File: src/rtl/ex_mc_alu.sv
// Execute stage: single-cycle logic/shift/add/compare ops plus an iterative
// radix-2 restoring divider that writes HI/LO. All results are registered,
// so the downstream stage sees one result beat per accepted op.
// Handshake: an op is taken at a rising edge when valid_i & ready_o & ~flush_i;
// ready_o is high exactly when no divide is in flight.
module ex_mc_alu #(
    parameter int DATA_W     = 32,
    parameter int REG_ADDR_W = 5
) (
    input  logic                  clk,
    input  logic                  rst,
    input  logic                  valid_i,
    input  logic [3:0]            aluOp_i,
    input  logic [DATA_W-1:0]     reg1_i,
    input  logic [DATA_W-1:0]     reg2_i,
    input  logic [REG_ADDR_W-1:0] wd_i,
    input  logic                  wreg_i,
    input  logic                  flush_i,
    output logic                  ready_o,
    output logic                  valid_o,
    output logic [REG_ADDR_W-1:0] wd_o,
    output logic                  wreg_o,
    output logic [DATA_W-1:0]     wdata_o,
    output logic                  whilo_o,
    output logic [DATA_W-1:0]     hi_o,
    output logic [DATA_W-1:0]     lo_o
);

    localparam int SHAMT_W = $clog2(DATA_W);

    localparam logic [3:0] OP_OR   = 4'd1;
    localparam logic [3:0] OP_AND  = 4'd2;
    localparam logic [3:0] OP_XOR  = 4'd3;
    localparam logic [3:0] OP_NOR  = 4'd4;
    localparam logic [3:0] OP_SLL  = 4'd5;
    localparam logic [3:0] OP_SRL  = 4'd6;
    localparam logic [3:0] OP_SRA  = 4'd7;
    localparam logic [3:0] OP_ADDU = 4'd8;
    localparam logic [3:0] OP_SUBU = 4'd9;
    localparam logic [3:0] OP_SLT  = 4'd10;
    localparam logic [3:0] OP_SLTU = 4'd11;
    localparam logic [3:0] OP_DIV  = 4'd12;
    localparam logic [3:0] OP_DIVU = 4'd13;

    typedef enum logic [0:0] {IDLE, DIV_BUSY} state_t;

    state_t               state, state_next;
    logic [SHAMT_W-1:0]   counter;
    logic [DATA_W-1:0]    rem_q, quo_q, dvs_q;
    logic                 neg_quo_q, neg_rem_q;

    logic                 accept, is_div, div_zero, start_div, last_iter;
    logic [SHAMT_W-1:0]   shamt;
    logic [DATA_W-1:0]    alu_res;
    logic                 dvd_neg, dvs_neg;
    logic [DATA_W-1:0]    dvd_mag, dvs_mag;
    logic [DATA_W:0]      trial;
    logic                 ge;
    logic [DATA_W-1:0]    diff, rem_next, quo_next, quo_fix, rem_fix;

    assign ready_o   = (state == IDLE);
    assign accept    = valid_i & ready_o & ~flush_i;
    assign is_div    = (aluOp_i == OP_DIV) || (aluOp_i == OP_DIVU);
    assign div_zero  = (reg2_i == '0);
    assign start_div = accept & is_div & ~div_zero;
    assign last_iter = (counter == SHAMT_W'(DATA_W - 1));
    assign shamt     = reg1_i[SHAMT_W-1:0];

    // Single-cycle result; NOP, 14, 15 and divide codes produce zero here.
    always_comb begin
        alu_res = '0;
        case (aluOp_i)
            OP_OR:   alu_res = reg1_i | reg2_i;
            OP_AND:  alu_res = reg1_i & reg2_i;
            OP_XOR:  alu_res = reg1_i ^ reg2_i;
            OP_NOR:  alu_res = ~(reg1_i | reg2_i);
            OP_SLL:  alu_res = reg2_i << shamt;
            OP_SRL:  alu_res = reg2_i >> shamt;
            OP_SRA:  alu_res = $signed(reg2_i) >>> shamt;
            OP_ADDU: alu_res = reg1_i + reg2_i;
            OP_SUBU: alu_res = reg1_i - reg2_i;
            OP_SLT:  alu_res = {{(DATA_W-1){1'b0}}, ($signed(reg1_i) < $signed(reg2_i))};
            OP_SLTU: alu_res = {{(DATA_W-1){1'b0}}, (reg1_i < reg2_i)};
            default: alu_res = '0;
        endcase
    end

    // Operand magnitudes for the divider; only DIV treats operands as signed.
    always_comb begin
        dvd_neg = (aluOp_i == OP_DIV) & reg1_i[DATA_W-1];
        dvs_neg = (aluOp_i == OP_DIV) & reg2_i[DATA_W-1];
        dvd_mag = dvd_neg ? (~reg1_i + 1'b1) : reg1_i;
        dvs_mag = dvs_neg ? (~reg2_i + 1'b1) : reg2_i;
    end

    // One restoring step: shift next dividend bit into the partial remainder,
    // subtract the divisor when it fits. The remainder always stays below the
    // divisor, so DATA_W bits suffice once trial's top bit feeds the compare.
    always_comb begin
        trial    = {rem_q, quo_q[DATA_W-1]};
        ge       = trial[DATA_W] | (trial[DATA_W-1:0] >= dvs_q);
        diff     = trial[DATA_W-1:0] - dvs_q;
        rem_next = ge ? diff : trial[DATA_W-1:0];
        quo_next = {quo_q[DATA_W-2:0], ge};
        quo_fix  = neg_quo_q ? (~quo_next + 1'b1) : quo_next;
        rem_fix  = neg_rem_q ? (~rem_next + 1'b1) : rem_next;
    end

    // FSM state register.
    always_ff @(posedge clk or negedge rst) begin
        if (!rst) state <= IDLE;
        else      state <= state_next;
    end

    // FSM next state: flush dominates; divide-by-zero never enters DIV_BUSY.
    always_comb begin
        state_next = state;
        if (flush_i) begin
            state_next = IDLE;
        end else begin
            case (state)
                IDLE:     if (start_div) state_next = DIV_BUSY;
                DIV_BUSY: if (last_iter) state_next = IDLE;
                default:  state_next = IDLE;
            endcase
        end
    end

    // Divider datapath: load magnitudes on accept, iterate while busy.
    always_ff @(posedge clk or negedge rst) begin
        if (!rst) begin
            counter   <= '0;
            rem_q     <= '0;
            quo_q     <= '0;
            dvs_q     <= '0;
            neg_quo_q <= 1'b0;
            neg_rem_q <= 1'b0;
        end else if (flush_i) begin
            counter <= '0;
        end else if (start_div) begin
            counter   <= '0;
            rem_q     <= '0;
            quo_q     <= dvd_mag;
            dvs_q     <= dvs_mag;
            neg_quo_q <= dvd_neg ^ dvs_neg;
            neg_rem_q <= dvd_neg;
        end else if (state == DIV_BUSY) begin
            counter <= counter + SHAMT_W'(1);
            rem_q   <= rem_next;
            quo_q   <= quo_next;
        end
    end

    // Result registers: strobes default low each edge; data and HI/LO hold.
    always_ff @(posedge clk or negedge rst) begin
        if (!rst) begin
            valid_o <= 1'b0;
            wreg_o  <= 1'b0;
            whilo_o <= 1'b0;
            wd_o    <= '0;
            wdata_o <= '0;
            hi_o    <= '0;
            lo_o    <= '0;
        end else begin
            valid_o <= 1'b0;
            wreg_o  <= 1'b0;
            whilo_o <= 1'b0;
            if (flush_i) begin
                // strobes already cleared above
            end else if (state == DIV_BUSY && last_iter) begin
                valid_o <= 1'b1;
                whilo_o <= 1'b1;
                wdata_o <= '0;
                lo_o    <= quo_fix;
                hi_o    <= rem_fix;
            end else if (accept) begin
                wd_o <= wd_i;
                if (is_div) begin
                    if (div_zero) begin
                        valid_o <= 1'b1;
                        whilo_o <= 1'b1;
                        wdata_o <= '0;
                        lo_o    <= '1;
                        hi_o    <= reg1_i;
                    end
                end else begin
                    valid_o <= 1'b1;
                    wreg_o  <= wreg_i;
                    wdata_o <= alu_res;
                end
            end
        end
    end

endmodule
File: config.mk
export PLATFORM = sky130hd
export DESIGN_NAME = ex_mc_alu
export DESIGN_NICKNAME = d
export VERILOG_FILES = /design/src/rtl/ex_mc_alu.sv
export SDC_FILE = /design/constraint.sdc
export NUM_CORES = 1
export LEC_CHECK = 0
export CAP_MARGIN = 10
export CELL_PAD_IN_SITES_DETAIL_PLACEMENT = 1
export CELL_PAD_IN_SITES_GLOBAL_PLACEMENT = 1
export CORE_MARGIN = 2
export CORE_UTILIZATION = 45
export CTS_CLUSTER_DIAMETER = 30
export DETAILED_ROUTE_END_ITERATION = 10
export DONT_BUFFER_PORTS = 1
export PLACE_DENSITY_LB_ADDON = 0.1
export SLEW_MARGIN = 20
export SYNTH_ARGS = -nofsm -noshare
export SYNTH_HDL_FRONTEND = slang
export SYNTH_SLANG_ARGS = --single-unit
File: constraint.sdc
create_clock -name clk -period 8.2 [get_ports clk]
set_clock_uncertainty 0.05 [all_clocks]
set_input_delay 1.23 -clock clk [delete_from_list [all_inputs] [get_ports clk]]
set_output_delay 1.23 -clock clk [all_outputs]
set_load 0.005 [all_outputs]
======== After elaboration in Yosys (flattened, before gate mapping) ========
Index checks and enable logic that the tools add are counted.
storage, ports and cells
  flip-flop bits (word level) ............. 208
  word-level logic and storage cells ...... 118
  output and inout port bits .............. 105
cells by class
  magnitude comparators ................... 3
  muxes and demuxes ....................... 42
  shift operators ......................... 3
  add/sub/neg operators ................... 8
  equality and inequality tests ........... 15
  bitwise logic cells ..................... 20
  reductions and logical operators ........ 13
operator list
  cell                                           number
  2-to-1 mux 32 bit                              21
  case mux 32 bit (11 select lines)              1
  NOT 32 bit                                     5
  adder 32 x 1 -> 32 bit, second input constant  4
  < comparator 32 bit                            2
  subtractor 32 bit                              2
  adder 32 bit                                   1
  bitwise AND 32 bit                             1
  greater-or-equal comparator 32 bit             1
  zero test 32 bit                               1
  bitwise OR 32 bit                              1
  left shift 32 x 5 -> 32 bit                    1
  right shift 32 x 5 -> 32 bit                   1
  >>> shifter 32 x 5 -> 32 bit                   1
  bitwise XOR 32 bit                             1
  == test 4 bit, second input constant           6
  == test 4 x 3 -> 1 bit, second input constant  4
  2-to-1 mux 1 bit                               16
  2-to-1 mux 5 bit                               3
  == test 4 x 2 -> 1 bit, second input constant  2
  nonzero test 2 bit                             4
  bitwise AND 1 bit                              6
  AND reduction 3 bit                            2
  adder 5 x 1 -> 5 bit, second input constant    1
  other kinds (12)                               16

======== Logic depth before layout (Yosys ltp) ========
  word-level depth ........................ 8
  gate-level depth with buffers ........... 23
  depth with buffers taken out ............ 20

======== Worst setup path after synthesis ========
Ideal clock, no wire load.
  path type ............................... input to register
  from .................................... input reg1_i[1]
  to ...................................... register wdata_o[31]
  arrival ................................. 5.218 ns
  path slack .............................. 2.793 ns
  path buffers ............................ 4
  cell stages on the path ................. 18
  library setup time ...................... 0.139 ns
  cell sequence ........................... clkbuf_1 inv_1 clkbuf_1 buf_1 clkbuf_1 ha_1 a21oi_1 o21bai_1 a2111oi_0 o21ai_0 o2111ai_1 a21oi_1 and3_1 a31oi_1 o211a_1 nor4_1 nor4_1 a22oi_1
on the way
  word-level cells in the longest chain between the ends .. 5
  elaborated cells between the ends (all ways) .. 9
  classes of those cells .................. add/sub (2); shift (3); mux (4)
ends and longest elaborated chain
  element                                          RTL line  RTL
  start, declared                                  14        input logic [DATA_W-1:0] reg1_i,
  subtractor 32 bit, or another cell as far along  81        OP_SUBU: alu_res = reg1_i - reg2_i;
  case mux 32 bit (11 select lines) (*)            72        case (aluOp_i)
  2-to-1 mux 32 bit (*)                            178       if (is_div) begin
  2-to-1 mux 32 bit (*)                            176       end else if (accept) begin
  2-to-1 mux 32 bit (*)                            170       end else if (state == DIV_BUSY && last_iter) begin
  end signal, assigned                             189       wdata_o <= alu_res;
  end, declared                                    23        output logic [DATA_W-1:0] wdata_o,
Mark *: on every way between the ends. The rest lies on a longest branch, timed or not. The select of a mux whose other input is x is not followed.
A chain may end at the register's enable or synchronous reset.

======== Worst setup path after layout ========
  from .................................... register rem_q[6]
  to ...................................... register hi_o[22]
on the way
  word-level cells in the longest chain between the ends .. 7
  elaborated cells between the ends (all ways) .. 8
  classes of those cells .................. add/sub (2); order compare (1); mux (3); bitwise (2)
ends and longest elaborated chain
  element                             RTL line  RTL
  start, declared                     49        logic [DATA_W-1:0] rem_q, quo_q, dvs_q;
  start signal, assigned              149       rem_q <= rem_next;
  greater-or-equal comparator 32 bit  101       ge = trial[DATA_W] | (trial[DATA_W-1:0] >= dvs_q);
  bitwise OR 1 bit                    101
  2-to-1 mux 32 bit (*)               103       rem_next = ge ? diff : trial[DATA_W-1:0];
  NOT 32 bit                          106       rem_fix = neg_rem_q ? (~rem_next + 1'b1) : rem_next;
  adder 32 x 1 -> 32 bit              106
  2-to-1 mux 32 bit (*)               106
  2-to-1 mux 32 bit (*)               170
  end signal, assigned                175       hi_o <= rem_fix;
  end signal, assigned                184       hi_o <= reg1_i;
  end, declared                       25        output logic [DATA_W-1:0] hi_o,
Mark *: on every way between the ends. The rest lies on a longest branch, timed or not.

==> reports/qor.yml <==
timing:
  setup_ws_ns: 2.52
  final_max_slew_viol_count: 0
  period_share_pct: 69.3
  final_hold_viol_count: 0
  min_period_ns: 5.68
  rsz0062_at_grt: "false"
  slew-limit-headroom_pct: 25.8
  tightest_slew_ns: 1.10
  finalSetupTns_ns: 0
  finalSetupViolCount: 0
  fmaxAchievable_mhz: 176
synthesis:
  synth_cells: 2936
  synthDistinctLibCells: 91
  ys_top_cells_by_area: "dfrtp_1, ha_1, o21ai_0, a21oi_1, nand2_1"
  ys_ff_latch: 208
  ys_async_sr_fraction_pct: 100
  synthTopCellsByCount: "nand2_1, nor2_1, o21ai_0"
  yosysWarnings: 0
  synth_area_mm2: 0.0217
  syn_nets: 3151
  yosysMostFrequentCell: "nand2_1"
  yosysSeqAreaShare_pct: 24.0
  synth_edf_count: 0
  synthFlopType: "dfrtp_1"
  synth_top_area_share_pct: 24.0
  synth_area_leader_cell: "dfrtp_1"
  postSynthAreaPerCell_um2: 7.39
placement:
  portBuffers: 0
  dpl.hpwl_um: 73600
  place_area_mm2: 0.0220
  place.gp.congestion: 1.01
  place_ws_ns: 2.56
cts:
  numCtsBuffers: 66
  clock-sinks: 208
  clockBufferDepth: 3
  cts_resized: 0
  cts_root_buf: "clkbuf_16"
  cts_tree: "yes"
  cts_setup_buffers: 0
  clock_latency_ns: 0.61
  htree_levels: 3
  holdBufCountCts: 0
  clk_pin_slew_worst_paths_ns: 0.04
global_route:
  antenna_found_initial: 3
  grt_usage_pct: 39.2
  grt_max_degree: 209
  use_met1_pct: 50.2
  use_met3_pct: 10.2
  top_usage_layer: "met2"
  grt_pass1_wl_um: 149000
  met2_usage_pct: 61.6
  grt_pass1_vias: 23500
  gr-total-overflow: 0
setup_path:
  cp_max_fo: 20
  reg2reg_depth: 17
  end_kind: "register"
  cp.arrival_ns: 6.16
  r2r_slack_ns: 2.52
  worstPathRequired_ns: 8.67
  start_kind: "register"
  r2r-end: "hi_o[22]$_DFFE_PN0P_"
  r2r_start: "rem_q[6]$_DFFE_PN0P_"
  path_class: "register to register"
die:
  num_rows: 80
  start_util_pct: 45.5
  fp.dieW_um: 224
  io_pins: 183
  die_h_um: 224
  die_area_mm2: 0.0500
  core_region_area_mm2: 0.0476
final_layout:
  multiInputGateArea_mm2: 0.0152
  fin_nets: 3039
  layout-drive-gt1-share_pct: 7.97
  post-route-cell-area_mm2: 0.0243
  area_delta_synth_final_pct: 12.1
  final_core_util_pct: 51.0
  final-seq-area_mm2: 0.00520
  fill_cells: 5911
power:
  internal_power_uw: 3650
  p_clk_share_pct: 47.5
  leakagePower_uw: 0.0104
  power_switching_uw: 2000
  swShare_pct: 35.4
  ir_drop_mv: 0.155
  p_seq_share_pct: 23.9
  p_comb_share_pct: 28.6
  cellPowerDensity_mw_per_mm2: 232
routing:
  via_per_inst: 6.67
  wire_per_inst_um: 28.4
  vias: 23300
  wirelength_um: 99100
  drc_errors: 0
  route.antenna.remaining_nets: 0
  first_iter_violations: 2231
  first_pass_iters: 5
flow_run:
  max_cap_violations: 0
min_path:
  hold_class: "primary input to asynchronous set/reset pin"
status:
  outcome: "finished, final reports clean"
[flip-flops by register name (all words and copies together) (netlist names)]
signal	count
rem_q	32
lo_o	32
neg_quo_q	1
valid_o	1
state	1
wdata_o	32
counter	5
wd_o	5
hi_o	32
quo_q	32
dvs_q	32
neg_rem_q	1
whilo_o	1
wreg_o	1
[critical path, cell delays in order (launching register included)]
cell and delay (ns):
dfrtp_1 0.45, ha_1 0.48, a211o_1 0.34, or2_1 0.25
o211ai_1 0.43, a31o_2 0.37, nand2_2 0.33, o21ai_0 0.49
ha_1 0.30, nand2_1 0.09, nor2_1 0.10, nand2_1 0.10
o31ai_1 0.59, a41oi_1 0.45, a21oi_1 0.32, xor2_1 0.19
mux2i_1 0.09, o21ai_0 0.14
[metal layers]
layer  share of wire, %  up-vias
li1                   -    10400
met3                8.8      267
met1                 42    11600
met4                5.2        4
met2                 45     1015
met5              0.027        -
[worst max path at each step]
stage,endpoint,cells past startpoint,startpoint,slack (ns)
2_1_floorplan,wdata_o[31]$_DFFE_PN0P_,18,reg1_i[1],2.79
3_3_place_gp,wdata_o[31]$_DFFE_PN0P_,15,reg1_i[1],2.60
3_5_place_dp,wdata_o[31]$_DFFE_PN0P_,15,reg1_i[1],2.56
4_1_cts,hi_o[22]$_DFFE_PN0P_,17,rem_q[6]$_DFFE_PN0P_,2.65
5_1_grt,hi_o[22]$_DFFE_PN0P_,17,rem_q[26]$_DFFE_PN0P_,2.19
6_report,hi_o[22]$_DFFE_PN0P_,17,rem_q[6]$_DFFE_PN0P_,2.52
[logic make-up (layout without fill, tap and decap cells)]
family	Yosys count	after routing	synth area share, %
other	0	3	0
buffers and inverters	362	299	6.31
flip-flops	208	208	24.0
adder cells (fa/ha/maj)	137	137	8.01
AND/OR/NAND/NOR	1019	1019	21.2
AO/OA/AOI/OAI	964	964	28.2
XOR/XNOR	144	144	5.82
multiplexers	102	102	6.46
[area by class of cell]
| class | instances | share of cell area (%) |
|---|---|---|
| Multi-Input combinational cell | 2366 | 62.4 |
| Inverter | 150 | 2.32 |
| Clock buffer | 83 | 7.47 |
| Timing Repair Buffer | 32 | 0.988 |
| Antenna cell | 3 | 0.0309 |
| Tap cell | 615 | 3.16 |
| Clock inverter | 34 | 2.22 |
| Sequential cell | 208 | 21.4 |
[placed cells by master, fill, tap and decap left out, types with 13 or more instances in the layout]
cell / n
nand2_1: 351
ha_1: 134
clkinv_2: 13
a221o_1: 19
nand4_1: 17
a221oi_1: 26
a211oi_1: 29
nand2b_1: 18
and2_1: 19
o21ai_0: 276
inv_1: 145
nor2_1: 331
dfrtp_1: 208
o211ai_1: 24
and3_1: 24
or3_1: 14
o221ai_1: 16
a31oi_1: 59
clkbuf_16: 66
buf_4: 32
o21bai_1: 21
nor3_1: 72
a21oi_1: 265
o21a_1: 16
xor2_1: 51
o31ai_1: 27
a21o_1: 32
mux2i_1: 69
nor4_1: 23
nand3_1: 80
xnor2_1: 93
o41ai_1: 13
mux4_2: 30
[metrics by stage]
step                std cells  power, uW  hold slack (ns)
CTS                      3488       5640            0.243
global placement         3371       2870            0.417
global route             3488       5890            0.258
finish                   3491       5650            0.273
detailed placement       3371       2920            0.422
floorplan                2936       2470            0.400
[power groups by stage]
stage | Clock, uW | Combinational (uW) | Sequential (uW)
after CTS | 2710 | 1580 | 1350
after detailed placement | 0 | 1560 | 1360
after global routing | 2770 | 1750 | 1370
after floorplan | 0 | 1170 | 1290
final | 2680 | 1610 | 1350
after global placement | 0 | 1520 | 1350
Note: power is estimated with default switching activity, not from simulation.
